`src/rtl/msi_sender_if.sv`:
```
// MSI request/code bus between a peripheral-side sender and the tile irq adapter,
// together with the adapter's CPU-side irq level that the sender watches for throttling.
interface msi_sender_if;
    logic       msi_req_o;
    logic [7:0] msi_code_o;
    logic       irq_pending_i;

    modport master (output msi_req_o, output msi_code_o, input irq_pending_i);
    modport slave  (input msi_req_o, input msi_code_o, output irq_pending_i);
endinterface

```
`src/rtl/msi_sender.sv`:
```
// Peripheral-side MSI transmitter: edge-detects sources, arbitrates by fixed priority, throttles on the CPU irq.
// Optional sticky overflow flags are built only when MSI_SENDER_OVF_EN is defined.
module msi_sender #(
    parameter int         N_SRC        = 8,
    parameter logic [7:0] CODE_BASE    = 8'h10,
    parameter int         GAP_CYCLES   = 4,
    parameter int         HOLD_TIMEOUT = 255
) (
    input  logic             clk_i,
    input  logic             rst_ni,
    input  logic [N_SRC-1:0] src_i,
    input  logic [N_SRC-1:0] mask_i,
    msi_sender_if.master     msi,
    output logic [N_SRC-1:0] pending_o,
    output logic             busy_o,
    output logic [N_SRC-1:0] ovf_o,
    input  logic [N_SRC-1:0] ovf_clr_i
);
    localparam int         SEL_W    = (N_SRC > 1) ? $clog2(N_SRC) : 1;
    localparam logic [7:0] TMO_LAST = 8'(HOLD_TIMEOUT - 1);
    localparam logic [7:0] GAP_LAST = 8'(GAP_CYCLES - 1);

    typedef enum logic [1:0] {IDLE, SEND, HOLD, GAP} state_e;

    state_e           state_q, state_d;
    logic [N_SRC-1:0] src_q;
    logic [N_SRC-1:0] pend_q, pend_d;
    logic [SEL_W-1:0] sel_q, sel_d;
    logic [7:0]       cnt_q, cnt_d;
    logic             seen_q, seen_d;

    logic [N_SRC-1:0] event_w;
    logic [N_SRC-1:0] eligible_w;
    logic [N_SRC-1:0] clr_w;
    logic [SEL_W-1:0] winner_w;
    logic             hold_done_w;

    assign event_w    = src_i & ~src_q;
    assign eligible_w = pend_q & mask_i;

    // Lowest eligible index wins: scan downwards so the last hit is the lowest.
    always_comb begin
        winner_w = '0;
        for (int k = N_SRC - 1; k >= 0; k--) begin
            if (eligible_w[k]) winner_w = SEL_W'(k);
        end
    end

    always_comb begin
        state_d     = state_q;
        sel_d       = sel_q;
        cnt_d       = cnt_q;
        seen_d      = seen_q;
        clr_w       = '0;
        hold_done_w = 1'b0;
        case (state_q)
            IDLE: begin
                if (|eligible_w) begin
                    sel_d   = winner_w;
                    clr_w   = N_SRC'(1) << winner_w;
                    state_d = SEND;
                end
            end
            SEND: begin
                state_d = HOLD;
                cnt_d   = '0;
                seen_d  = 1'b0;
            end
            HOLD: begin
                // Once the CPU irq has been seen high, only its ack (fall) ends HOLD; no timeout then.
                if (seen_q) begin
                    if (!msi.irq_pending_i) hold_done_w = 1'b1;
                end else if (msi.irq_pending_i) begin
                    seen_d = 1'b1;
                end else if (cnt_q == TMO_LAST) begin
                    hold_done_w = 1'b1;
                end else begin
                    cnt_d = cnt_q + 8'd1;
                end
                if (hold_done_w) begin
                    state_d = (GAP_CYCLES == 0) ? IDLE : GAP;
                    cnt_d   = '0;
                end
            end
            GAP: begin
                if (cnt_q == GAP_LAST) state_d = IDLE;
                else                   cnt_d   = cnt_q + 8'd1;
            end
            default: state_d = IDLE;
        endcase
    end

    // A new event on the source being dispatched re-arms it, hence OR after the clear.
    assign pend_d = (pend_q & ~clr_w) | event_w;

    always_ff @(posedge clk_i or negedge rst_ni) begin
        if (!rst_ni) begin
            state_q <= IDLE;
            src_q   <= '0;
            pend_q  <= '0;
            sel_q   <= '0;
            cnt_q   <= '0;
            seen_q  <= 1'b0;
        end else begin
            state_q <= state_d;
            src_q   <= src_i;
            pend_q  <= pend_d;
            sel_q   <= sel_d;
            cnt_q   <= cnt_d;
            seen_q  <= seen_d;
        end
    end

    assign msi.msi_req_o  = (state_q == SEND);
    assign msi.msi_code_o = (state_q == SEND) ? (CODE_BASE + 8'(sel_q)) : 8'h00;
    assign pending_o      = pend_q;
    assign busy_o         = (state_q != IDLE);

`ifdef MSI_SENDER_OVF_EN
    logic [N_SRC-1:0] ovf_q, ovf_d;

    // Set wins over a simultaneous clear; pending is sampled before this cycle's dispatch clear.
    assign ovf_d = (ovf_q & ~ovf_clr_i) | (event_w & pend_q);

    always_ff @(posedge clk_i or negedge rst_ni) begin
        if (!rst_ni) ovf_q <= '0;
        else         ovf_q <= ovf_d;
    end

    assign ovf_o = ovf_q;
`else
    logic unused_ovf_clr;
    assign unused_ovf_clr = ^ovf_clr_i;
    assign ovf_o          = '0;
`endif
endmodule

```
`src/flat_wrapper.sv`:
```
// flat-port wrapper written by rule: the top's interface ports become plain ports
module msi_sender_flat 
#(
    parameter int         N_SRC        = 8,
    parameter logic [7:0] CODE_BASE    = 8'h10,
    parameter int         GAP_CYCLES   = 4,
    parameter int         HOLD_TIMEOUT = 255
)
  (clk_i, rst_ni, src_i, mask_i, pending_o, busy_o, ovf_o, ovf_clr_i, msi_msi_req_o, msi_msi_code_o, msi_irq_pending_i);
  msi_sender_if msi_i ();
  input  logic clk_i;
  input  logic rst_ni;
  input  logic [N_SRC-1:0] src_i;
  input  logic [N_SRC-1:0] mask_i;
  output logic [N_SRC-1:0] pending_o;
  output logic busy_o;
  output logic [N_SRC-1:0] ovf_o;
  input  logic [N_SRC-1:0] ovf_clr_i;
  output wire logic [$bits(msi_i.msi_req_o)-1:0] msi_msi_req_o;
  output wire logic [$bits(msi_i.msi_code_o)-1:0] msi_msi_code_o;
  input wire logic [$bits(msi_i.irq_pending_i)-1:0] msi_irq_pending_i;
  assign msi_msi_req_o = msi_i.msi_req_o;
  assign msi_msi_code_o = msi_i.msi_code_o;
  assign msi_i.irq_pending_i = msi_irq_pending_i;
  msi_sender #(.N_SRC(N_SRC), .CODE_BASE(CODE_BASE), .GAP_CYCLES(GAP_CYCLES), .HOLD_TIMEOUT(HOLD_TIMEOUT)) u_core (.clk_i(clk_i), .rst_ni(rst_ni), .src_i(src_i), .mask_i(mask_i), .msi(msi_i), .pending_o(pending_o), .busy_o(busy_o), .ovf_o(ovf_o), .ovf_clr_i(ovf_clr_i));
endmodule
```
`config.mk`:
```
export PLATFORM = sky130hd
export DESIGN_NAME = msi_sender_flat
export DESIGN_NICKNAME = d
export VERILOG_FILES = /design/src/rtl/msi_sender_if.sv /design/src/rtl/msi_sender.sv /design/src/flat_wrapper.sv
export SDC_FILE = /design/constraint.sdc
export NUM_CORES = 1
export LEC_CHECK = 0
export BUFFER_PORTS_ARGS = -buffer_cell sky130_fd_sc_hd__buf_2
export CAP_MARGIN = 15
export CELL_PAD_IN_SITES_DETAIL_PLACEMENT = 0
export CELL_PAD_IN_SITES_GLOBAL_PLACEMENT = 1
export CORE_ASPECT_RATIO = 2
export CORE_UTILIZATION = 40
export CTS_BUF_LIST = sky130_fd_sc_hd__clkbuf_4 sky130_fd_sc_hd__clkbuf_8
export DETAILED_ROUTE_END_ITERATION = 12
export MAX_ROUTING_LAYER = met4
export PLACE_DENSITY_LB_ADDON = 0.1
export SLEW_MARGIN = 15
export SYNTH_ARGS = -nofsm -noshare
export SYNTH_HDL_FRONTEND = slang
export SYNTH_SLANG_ARGS = --single-unit
```
`constraint.sdc`:
```
create_clock -name clk_i -period 4.7 [get_ports clk_i]
set_input_delay 0.235 -clock clk_i [delete_from_list [all_inputs] [get_ports clk_i]]
set_output_delay 0.235 -clock clk_i [all_outputs]
set_load 0.05 [all_outputs]
```
==> results.ini, run 1 <==
[run_status]
status=complete, but fails checks
violations=hold timing

[clock_tree]
clk_pin_slew_ps=60
cts.sinks=30
cts_root_buffer=clkbuf_8
insertion_delay_ps=270
holdBufCountCts=0
clock_path_buffers=2
post_cts_buffers=0
h-tree-depth=2
tritoncts=yes
cts-buffers-inserted=5
cts_resized=0

[sta]
hold_violations=28
rsz0062_at_grt=no
worstMarginPinSlew_ps=679
max_freq_mhz=456
final.setup.worst_slack_ps=2510
setup_tns_ps=0
finalCritPeriodShare=0.466
skew_ps=6.22
whs_ps=-13.4
final_period_minus_worst_setup_slack_ps=2190
setup_viol=0
maxSlewViolCount=0
slew_headroom=0.548

[logic_synthesis]
synth_fa_ha_area_frac=0.0481
synth-edff-count=0
syn_area_per_cell_sq_um=9.87
synth_compound_area_frac=0.176
synth_cells=158
synth-simple-area-share=0.151
synth_xor_area_frac=0.0281
netlist_area_sq_um=1560
yosysSeqAreaShare=0.481
synth_ff_type=dfrtp_1
ys_ff_latch=30
synth_top_family_by_area=compound AO/OA/AOI/OAI gates
ys_types=37
synthMuxAreaShare=0.0144
ys.warnings.count=0
async_reset_ff_frac=1.00

[critical_path]
critPathLaunch=u_core.state_q[0]
worstPathArrival_ps=2340
cp-endpoint=u_core.pending_o[7]
rr_startpoint=u_core.state_q[0]
startpoint_type=flip-flop
timing.rr.end=u_core.pending_o[7]
cp_max_fo=11
r2r_slack_ps=2510
crit_required_ps=4840
cp-end-kind=flip-flop
r2r_cells=6
crit_type=flip-flop to flip-flop

[cells_and_area]
syn_to_final_growth_pct=16.4
layout-drive-gt1-share=0.241
num_antenna_cells=0
final_core_util=0.493
nets=227
final_area_sq_um=1820

[place]
gp_congestion=0.792
preCtsSetupSlack_ps=2450
dpl_cell_area_sq_um=1720
numPortBuffers=32
hpwl_microns=2710

[global_route]
antenna_found_initial=0
grt_max_degree=31
grtUsageTotal=0.190
grt_overflow=0
grt_pass1_vias=1258
grt_pass1_wl_microns=5580

[power_and_ir_drop]
p_sw_uw=486
switching_share=0.458
power_density_nw_per_um2=584
combPwrFrac=0.451
p_leak_nw=0.897
p_int_uw=575
ir_worst_vdd_mv=0.376
sequentialPowerShare=0.348
clockPowerShare=0.201
finalPower_mw=1.06

[detailed_routing]
wl_per_cell_microns=14.0
drtPass1Iterations=4
postRouteAntennaNets=0
wl_microns=3410
drtIter0Drc=24
drc=0
vias=1247
viasPerCell=5.11

[job]
drv_cap=0

[min_path]
hold_class=input pin to asynchronous set/reset pin

[floorplanning]
die_x_microns=46.2
die_area_sq_um=4170
ios=53
rows=31
die-height_microns=90.3
core_sq_um=3680
initial_core_util=0.423

## kinds of logic after synthesis
group / after synthesis
AO/OA/AOI/OAI: 39
XOR/XNOR: 5
adder cells (fa/ha/maj): 6
buffers and inverters: 28
flip-flops: 30
multiplexers: 2
other: 1
AND/OR/NAND/NOR: 47
## area by class of cell
cell class | instances | area [sq um]
clock buffer | 7 | 90.1
clock inverter | 1 | 5.00
fill | 384 | 1870
inverter | 14 | 52.6
multi-input combinational | 111 | 696
sequential | 30 | 751
tap | 49 | 61.3
timing repair buffer | 32 | 160
## state kept, by name, summed over array words and instances, names as in the netlist
signal,cells
u_core.cnt_q,8
u_core.pending_o,8
u_core.src_q,8
u_core.sel_q,3
u_core.state_q,2
u_core.seen_q,1
## synthesized netlist by cell type, drive strengths merged (4+ instances only)
cell	instances	area, sq um
dfrtp	30	751
nand2	18	70.1
buf	14	103
inv	14	52.6
o21ai	10	50.1
a21oi	8	40.0
nor2	8	30.0
ha	6	75.1
nand3	6	30.0
xor2	5	43.8
a22o	4	35.0
a22oi	4	40.0
## how the worst min path moves through the flow
| stage | to | startpoint | cells after the start | slack [ps] |
|---|---|---|---|---|
| after floorplan | u_core.cnt_q[0] | rst_ni | 0 | -60 |
| after global placement | u_core.src_q[5] | rst_ni | 1 | 290 |
| after detailed placement | u_core.pending_o[7] | rst_ni | 1 | 310 |
| after CTS | u_core.pending_o[7] | rst_ni | 1 | 8 |
| after global routing | u_core.pending_o[7] | rst_ni | 1 | 50 |
| final | u_core.pending_o[7] | rst_ni | 1 | -10 |
## layer usage
layer | up-vias | track usage | part of all wire
li1 | 599 | - | -
met1 | 607 | 0.178 | 0.36
met2 | 34 | 0.338 | 0.58
met3 | 7 | 0.0360 | 0.034
met4 | 0 | 0.0931 | 0.028
met5 | - | - | 0
## placed cells by master, fill, tap and decap left out, types with 2 or more instances in the layout
cell type	Yosys	layout
conb_1	1	12
a21o_2	2	2
mux2_2	2	2
o21ai_0	10	10
or3_1	2	2
dfrtp_1	30	30
nor2_1	8	8
nand2_1	17	17
clkbuf_8	0	6
a22o_1	4	4
inv_1	14	14
o31ai_1	3	3
a22oi_2	2	2
nand3_1	6	6
and2_1	3	3
buf_2	1	32
xor2_1	5	5
ha_1	6	6
a21oi_1	8	8
nand4_1	3	3
a22oi_1	2	2
## worst max-delay path, stage by stage (launching register included)
cell and delay [ps]:
dfrtp_1 400, inv_1 110, ha_1 400, inv_1 190, or4b_1 570, o31ai_1 260
o21ai_0 130
## power groups by stage
stage / Sequential (mW) / Combinational, mW / Clock (mW)
2_1_floorplan: 0.412 / 0.333 / 0
3_3_place_gp: 0.370 / 0.475 / 0
3_5_place_dp: 0.374 / 0.482 / 0
4_1_cts: 0.369 / 0.484 / 0.222
5_1_grt: 0.376 / 0.524 / 0.235
6_report: 0.369 / 0.479 / 0.213
## metrics by stage
stage / hold WS (ps) / cells
final: -13.4 / 244
after global routing: 53.3 / 244
after CTS: 7.74 / 244
after detailed placement: 308 / 236
after global placement: 291 / 236
after floorplan: -60.6 / 169
Note: power is estimated with default switching activity, not from simulation.
==> inputs of run 2 (changes only) <==
--- a/config.mk
+++ b/config.mk
@@ -5,12 +5,13 @@
 export SDC_FILE = /design/constraint.sdc
 export NUM_CORES = 1
 export LEC_CHECK = 0
+export ABC_AREA = 1
 export BUFFER_PORTS_ARGS = -buffer_cell sky130_fd_sc_hd__buf_2
 export CAP_MARGIN = 15
 export CELL_PAD_IN_SITES_DETAIL_PLACEMENT = 0
 export CELL_PAD_IN_SITES_GLOBAL_PLACEMENT = 1
 export CORE_ASPECT_RATIO = 2
-export CORE_UTILIZATION = 40
+export CORE_UTILIZATION = 37
 export CTS_BUF_LIST = sky130_fd_sc_hd__clkbuf_4 sky130_fd_sc_hd__clkbuf_8
 export DETAILED_ROUTE_END_ITERATION = 12
 export MAX_ROUTING_LAYER = met4
==> constraint.sdc (replaced) <==
create_clock -name clk_i -period 2.1 [get_ports clk_i]
set_input_delay 0.105 -clock clk_i [delete_from_list [all_inputs] [get_ports clk_i]]
set_output_delay 0.105 -clock clk_i [all_outputs]
set_load 0.05 [all_outputs]
==> results.ini, run 2 <==
[cells_and_area]
num_antenna_cells=0  ; unchanged
final_area_sq_um=2050  ; was 1820 sq um
layout-drive-gt1-share=0.207  ; was 0.241
layout_common_cells=nand2_1, inv_1, buf_2  ; was buf_2, dfrtp_1, nand2_1
nets=298  ; was 227
final_common_cell=nand2_1  ; was buf_2
syn_to_final_growth_pct=21.0  ; was 16.4%

[floorplanning]
die_x_microns=49.8  ; was 46.2 microns
ios=53  ; unchanged
core_sq_um=4380  ; was 3680 sq um
die-height_microns=97.7  ; was 90.3 microns
initial_core_util=0.387  ; was 0.423
rows=34  ; was 31
die_area_sq_um=4870  ; was 4170 sq um

[global_route]
grt_pass1_vias=1453  ; was 1258
grt_overflow=0  ; unchanged
grt_max_degree=31  ; unchanged
busiest_layer=met2  ; unchanged
antenna_found_initial=0  ; unchanged
grtUsageTotal=0.180  ; was 0.190
grt_pass1_wl_microns=6300  ; was 5580 microns
use_met2=0.362  ; was 0.338
grt_use_met3=0.0297  ; was 0.0360
grt.met1_usage=0.151  ; was 0.178

[critical_path]
crit_cells=11  ; was 6
worstPathArrival_ps=1960  ; was 2340 ps
crit_type=flip-flop to flip-flop  ; unchanged
cp_max_fo=6  ; was 11
cp-end-kind=flip-flop  ; unchanged
slowest_stage=dfrtp_1  ; was or4b_1
path_cells=inv_1 > ha_1 > nand2_1 > inv_1 > nor2_1 > nand2_2 > nor2_2 > nand2_1 > nand2_1 > inv_1 > nor2_1  ; was inv_1 > ha_1 > inv_1 > or4b_1 > o31ai_1 > o21ai_0
critPathTopFamily=simple AND/OR/NAND/NOR gates  ; unchanged
r2r_cells=11  ; was 6
critical_path.max_stage_delay_ps=390  ; was 570 ps
critPathBufInv=3  ; was 2
critPathLaunch=u_core.state_q[0]  ; unchanged
crit_required_ps=2310  ; was 4840 ps
timing.rr.end=u_core.cnt_q[5]  ; was u_core.pending_o[7]
startpoint_type=flip-flop  ; unchanged
r2r_slack_ps=360  ; was 2510 ps
cp-endpoint=u_core.cnt_q[5]  ; was u_core.pending_o[7]
rr_startpoint=u_core.state_q[0]  ; unchanged

[logic_synthesis]
async_reset_ff_frac=1.00  ; unchanged
syn_area_per_cell_sq_um=7.74  ; was 9.87 sq um
synth_ff_type=dfrtp_1  ; unchanged
yosysTopAreaCell=dfrtp_1  ; unchanged
synth_top_family_by_area=simple AND/OR/NAND/NOR gates  ; was compound AO/OA/AOI/OAI gates
ys.warnings.count=0  ; unchanged
ys_ff_latch=30  ; unchanged
synth_fa_ha_area_frac=0.0443  ; was 0.0481
synth.most_common_cell=nand2_1  ; was dfrtp_1
synth_top_area_frac=0.443  ; was 0.481
synthMuxAreaShare=0  ; was 0.0144
synth-edff-count=0  ; unchanged
synthTopCellsByCount=nand2_1, inv_1, dfrtp_1  ; was dfrtp_1, nand2_1, inv_1
synth_xor_area_frac=0.0103  ; was 0.0281
netlist_area_sq_um=1690  ; was 1560 sq um
synth_cells=219  ; was 158
synth-simple-area-share=0.284  ; was 0.151
synth_compound_area_frac=0.0716  ; was 0.176
synthTopCellsByArea=dfrtp_1, nand2_1, inv_1  ; was dfrtp_1, buf_4, ha_1
ys_types=23  ; was 37
yosysSeqAreaShare=0.443  ; was 0.481

[detailed_routing]
postRouteAntennaNets=0  ; unchanged
viasPerCell=4.51  ; was 5.11
wl_microns=3810  ; was 3410 microns
wl_per_cell_microns=11.9  ; was 14.0 microns
drc=0  ; unchanged
drtPass1Iterations=4  ; unchanged
drtIter0Drc=21  ; was 24
vias=1442  ; was 1247

[clock_tree]
h-tree-depth=2  ; unchanged
tritoncts=yes  ; unchanged
clock_path_buffers=2  ; unchanged
post_cts_buffers=0  ; unchanged
cts.sinks=30  ; unchanged
holdBufCountCts=9  ; was 0
insertion_delay_ps=280  ; was 270 ps
clk_pin_slew_ps=70  ; was 60 ps
cts_root_buffer=clkbuf_8  ; unchanged
cts_resized=0  ; unchanged
cts-buffers-inserted=5  ; unchanged

[place]
gp_congestion=0.783  ; was 0.792
dpl_cell_area_sq_um=1870  ; was 1720 sq um
hpwl_microns=2990  ; was 2710 microns
numPortBuffers=32  ; unchanged

[sta]
worstMarginPinSlew_ps=697  ; was 679 ps
finalCritPeriodShare=0.830  ; was 0.466
skew_ps=6.38  ; was 6.22 ps
rsz0062_at_grt=no  ; unchanged
final_period_minus_worst_setup_slack_ps=1740  ; was 2190 ps
setup_tns_ps=0  ; unchanged
maxSlewViolCount=0  ; unchanged
setup_viol=0  ; unchanged
hold_violations=0  ; was 28
slew_headroom=0.535  ; was 0.548
max_freq_mhz=574  ; was 456 MHz
whs_ps=115  ; was -13.4 ps

[min_path]
min_from=msi_irq_pending_i
hold_class=input pin to flip-flop  ; was input pin to asynchronous set/reset pin

[power_and_ir_drop]
power_density_nw_per_um2=1220  ; was 584 nW/um^2
p_leak_nw=1.13  ; was 0.897 nW
finalPower_mw=2.51  ; was 1.06 mW
ir_worst_vdd_mv=0.591  ; was 0.376 mV

[run_status]
status=finished, final reports clean  ; was complete, but fails checks

[job]
drv_cap=0  ; unchanged

==> run 2: per-layer routing <==
metal | wire, microns | vias up
met4 | 68 | 0
met1 | 1310 | 671
met5 | 0 | -
met3 | 94 | 5
li1 | - | 742
met2 | 2340 | 24
==> run 2: area by class of cell <==
class / count / area (sq um)
Multi-Input combinational cell: 148 / 741
Timing Repair Buffer: 41 / 250
Inverter: 39 / 146
Fill cell: 480 / 2330
Clock inverter: 1 / 5.00
Sequential cell: 30 / 751
Clock buffer: 7 / 90.1
Tap cell: 54 / 67.6
==> run 2: worst reg2reg max path: stages (launching register included) <==
cell and delay (ps):
dfrtp_1 390, inv_1 80, ha_1 260, nand2_1 100, inv_1 80, nor2_1 190
nand2_2 150, nor2_2 190, nand2_1 70, nand2_1 60, inv_1 30, nor2_1 80
==> run 2: kinds of logic after synthesis <==
kind of cell | Yosys count
AO/OA/AOI/OAI | 19
XOR/XNOR | 2
adder cells (fa/ha/maj) | 6
buffers and inverters | 52
flip-flops | 30
other | 1
AND/OR/NAND/NOR | 109
==> run 2: worst min-delay path by stage <==
stage | depth (start not counted) | slack, ps | to
floorplan | 0 | -190 | u_core.cnt_q[0]
global placement | 1 | 200 | u_core.src_q[6]
detailed placement | 1 | 190 | u_core.src_q[6]
CTS | 3 | 120 | u_core.seen_q
global route | 3 | 150 | u_core.seen_q
finish | 3 | 120 | u_core.seen_q
==> run 2: power by group <==
group / switching [mW] / leakage [nW] / internal, mW
combinational: 0.908 / 0.725 / 0.314
sequential: 0.0922 / 0.355 / 0.704
clock: 0.215 / 0.0517 / 0.277
total: 1.21 / 1.13 / 1.29
==> run 2: stage by stage <==
stage / instances / setup slack (ps) / util
after CTS: 320 / 329 / 0.468
after global placement: 303 / 348 / 0.426
final: 320 / 356 / 0.468
after global routing: 320 / 124 / 0.468
after floorplan: 230 / 555 / -
after detailed placement: 303 / 344 / 0.426
==> inputs of run 3 (changes only) <==
--- a/config.mk
+++ b/config.mk
@@ -5,13 +5,13 @@
 export SDC_FILE = /design/constraint.sdc
 export NUM_CORES = 1
 export LEC_CHECK = 0
-export ABC_AREA = 1
+export ABC_AREA = 0
 export BUFFER_PORTS_ARGS = -buffer_cell sky130_fd_sc_hd__buf_2
 export CAP_MARGIN = 15
 export CELL_PAD_IN_SITES_DETAIL_PLACEMENT = 0
 export CELL_PAD_IN_SITES_GLOBAL_PLACEMENT = 1
 export CORE_ASPECT_RATIO = 2
-export CORE_UTILIZATION = 37
+export CORE_UTILIZATION = 38
 export CTS_BUF_LIST = sky130_fd_sc_hd__clkbuf_4 sky130_fd_sc_hd__clkbuf_8
 export DETAILED_ROUTE_END_ITERATION = 12
 export MAX_ROUTING_LAYER = met4
==> constraint.sdc (replaced) <==
create_clock -name clk_i -period 1.75 [get_ports clk_i]
set_input_delay 0.0875 -clock clk_i [delete_from_list [all_inputs] [get_ports clk_i]]
set_output_delay 0.0875 -clock clk_i [all_outputs]
set_load 0.05 [all_outputs]
==> results.ini, run 3 (synthesis results as in run 1) <==
[power_and_ir_drop]
sequentialPowerShare=0.269  ; was 0.317
power_density_nw_per_um2=1530  ; was 1220 nW/um^2
p_leak_nw=1.11  ; was 1.13 nW
p_int_mw=2.02  ; was 1.29 mW
clockPowerShare=0.186  ; was 0.196
switching_share=0.426  ; was 0.484
p_sw_mw=1.50  ; was 1.21 mW
ir_worst_vdd_mv=0.945  ; was 0.591 mV
combPwrFrac=0.545  ; was 0.487
finalPower_mw=3.51  ; was 2.51 mW

[sta]
slew_headroom=0.558  ; was 0.535
rsz0062_at_grt=yes  ; was no
hold_violations=0  ; unchanged
finalCritPeriodShare=0.999  ; was 0.830
final_period_minus_worst_setup_slack_ps=1750  ; was 1740 ps
max_freq_mhz=572  ; was 574 MHz
setup_tns_ps=0  ; unchanged
skew_ps=2.33  ; was 6.38 ps
worstMarginPinSlew_ps=663  ; was 697 ps
setup_viol=0  ; unchanged
maxSlewViolCount=0  ; unchanged

[floorplanning]
rows=32  ; was 34
die-height_microns=92.6  ; was 97.7 microns
die_x_microns=47.3  ; was 49.8 microns
ios=53  ; unchanged
core_sq_um=3880  ; was 4380 sq um
initial_core_util=0.402  ; was 0.387
die_area_sq_um=4380  ; was 4870 sq um

[global_route]
antenna_found_initial=0  ; unchanged
grtUsageTotal=0.210  ; was 0.180
grt_overflow=0  ; unchanged
grt_pass1_vias=1458  ; was 1453
grt_pass1_wl_microns=6370  ; was 6300 microns
grt_max_degree=31  ; unchanged

[detailed_routing]
vias=1425  ; was 1442
postRouteAntennaNets=0  ; unchanged
wl_per_cell_microns=14.2  ; was 11.9 microns
drtPass1Iterations=5  ; was 4
drc=0  ; unchanged
viasPerCell=4.97  ; was 4.51
wl_microns=4080  ; was 3810 microns
drtIter0Drc=25  ; was 21

[critical_path]
path_cells=inv_1 > ha_1 > and4b_1 > a221o_1 > o311ai_2 > mux2_4  ; was inv_1 > ha_1 > nand2_1 > inv_1 > nor2_1 > nand2_2 > nor2_2 > nand2_1 > nand2_1 > inv_1 > nor2_1
crit_required_ps=1910  ; was 2310 ps
crit_type=flip-flop to flip-flop  ; unchanged
r2r_cells=6  ; was 11
cp_max_fo=3  ; was 6
critical_path.max_stage_delay_ps=380  ; was 390 ps
r2r_slack_ps=1  ; was 360 ps
critPathLaunch=u_core.cnt_q[0]  ; was u_core.state_q[0]
rr_startpoint=u_core.cnt_q[0]  ; was u_core.state_q[0]
startpoint_type=flip-flop  ; unchanged
crit_cells=6  ; was 11
slowest_stage=dfrtp_1  ; unchanged
cp-end-kind=flip-flop  ; unchanged
timing.rr.end=u_core.state_q[1]  ; was u_core.cnt_q[5]
cp-endpoint=u_core.state_q[1]  ; was u_core.cnt_q[5]
critPathBufInv=1  ; was 3
worstPathArrival_ps=1910  ; was 1960 ps
critPathTopFamily=compound AO/OA/AOI/OAI gates  ; was simple AND/OR/NAND/NOR gates

[cells_and_area]
nets=268  ; was 298
ff_latch_area_sq_um=757  ; was 751 sq um
final_core_util=0.590  ; was 0.468
num_antenna_cells=0  ; unchanged
syn_to_final_growth_pct=46.9  ; was 21.0%
n_fill_cell=372  ; was 480
final_common_cell=buf_2  ; was nand2_1
layout-drive-gt1-share=0.436  ; was 0.207
multi_input_area_sq_um=815  ; was 741 sq um
instances_no_fill=287  ; was 320
layout_common_cells=buf_2, buf_4, dfrtp_1  ; was nand2_1, inv_1, buf_2

[clock_tree]
cts_root_buffer=clkbuf_8  ; unchanged
clock_path_buffers=2  ; unchanged
insertion_delay_ps=280  ; about the same
cts.sinks=30  ; unchanged
tritoncts=yes  ; unchanged
cts-buffers-inserted=5  ; unchanged
h-tree-depth=2  ; unchanged
clk_pin_slew_ps=60  ; was 70 ps

[job]
drv_cap=0  ; unchanged

[place]
dp.cells=265  ; was 303
gp_congestion=0.801  ; was 0.783
hpwl_microns=3040  ; was 2990 microns
numPortBuffers=32  ; unchanged

[min_path]
hold_class=input pin to flip-flop  ; unchanged

[run_status]
status=finished, final reports clean  ; unchanged

==> run 3: what timing repair did <==
| action | CTS | global route |
|---|---|---|
| pin swaps | 5 | 7 |
| hold buffers | 9 | 0 |
| gates resized for setup | 13 | 15 |
| endpoints found under the setup margin | 8 | 13 |
| endpoints found under the hold margin | 38 | 0 |
| buffers inserted | 2 | 3 |
| gates cloned | 0 | 0 |
==> run 3: cell type report <==
class                           instances  area share
Sequential cell                        30       0.330
Multi-Input combinational cell        111       0.355
Inverter                               14      0.0229
Timing Repair Buffer                   73       0.216
Tap cell                               51      0.0278
Clock buffer                            8      0.0480
==> run 3: layer usage <==
metal  vias up  share of wire  global-route usage
met3         8          0.028              0.0370
li1        682              -                   -
met1       696           0.36               0.198
met2        39           0.59               0.377
met4         0          0.022              0.0929
met5         -              0                   -
==> run 3: metrics by stage <==
step                setup WS [ps]  area (sq um)  hold WS, ps
finish                       1.25          2290          142
global route                -51.6          2290          162
CTS                          3.95          2200          142
detailed placement           -148          1940          169
global placement            -92.7          1940          157
floorplan                    -155          1610         -208
==> run 3: worst min-delay path by stage <==
stage | end | slack (ps) | from | depth (start not counted)
after floorplan | u_core.cnt_q[0] | -210 | rst_ni | 0
after global placement | u_core.pending_o[5] | 160 | rst_ni | 1
after detailed placement | u_core.pending_o[5] | 170 | rst_ni | 1
after CTS | u_core.pending_o[0] | 140 | mask_i[0] | 3
after global routing | u_core.pending_o[0] | 160 | mask_i[0] | 3
final | u_core.pending_o[0] | 140 | mask_i[0] | 3
==> run 3: power by group through the flow <==
stage	Combinational, mW	Sequential, mW	Clock [mW]
floorplan	0.905	1.11	0
CTS	1.83	0.943	0.674
finish	1.91	0.947	0.652
global route	2.08	0.960	0.703
global placement	1.64	0.946	0
detailed placement	1.67	0.956	0
==> run 3: worst reg2reg max path: cells and delay by family (launching register included) <==
family	cells	cell delay [ps]
AO/OA/AOI/OAI	2	480
flip-flops	1	380
multiplexers	1	330
AND/OR/NAND/NOR	1	200
adder cells (fa/ha/maj)	1	190
buffers and inverters	1	60
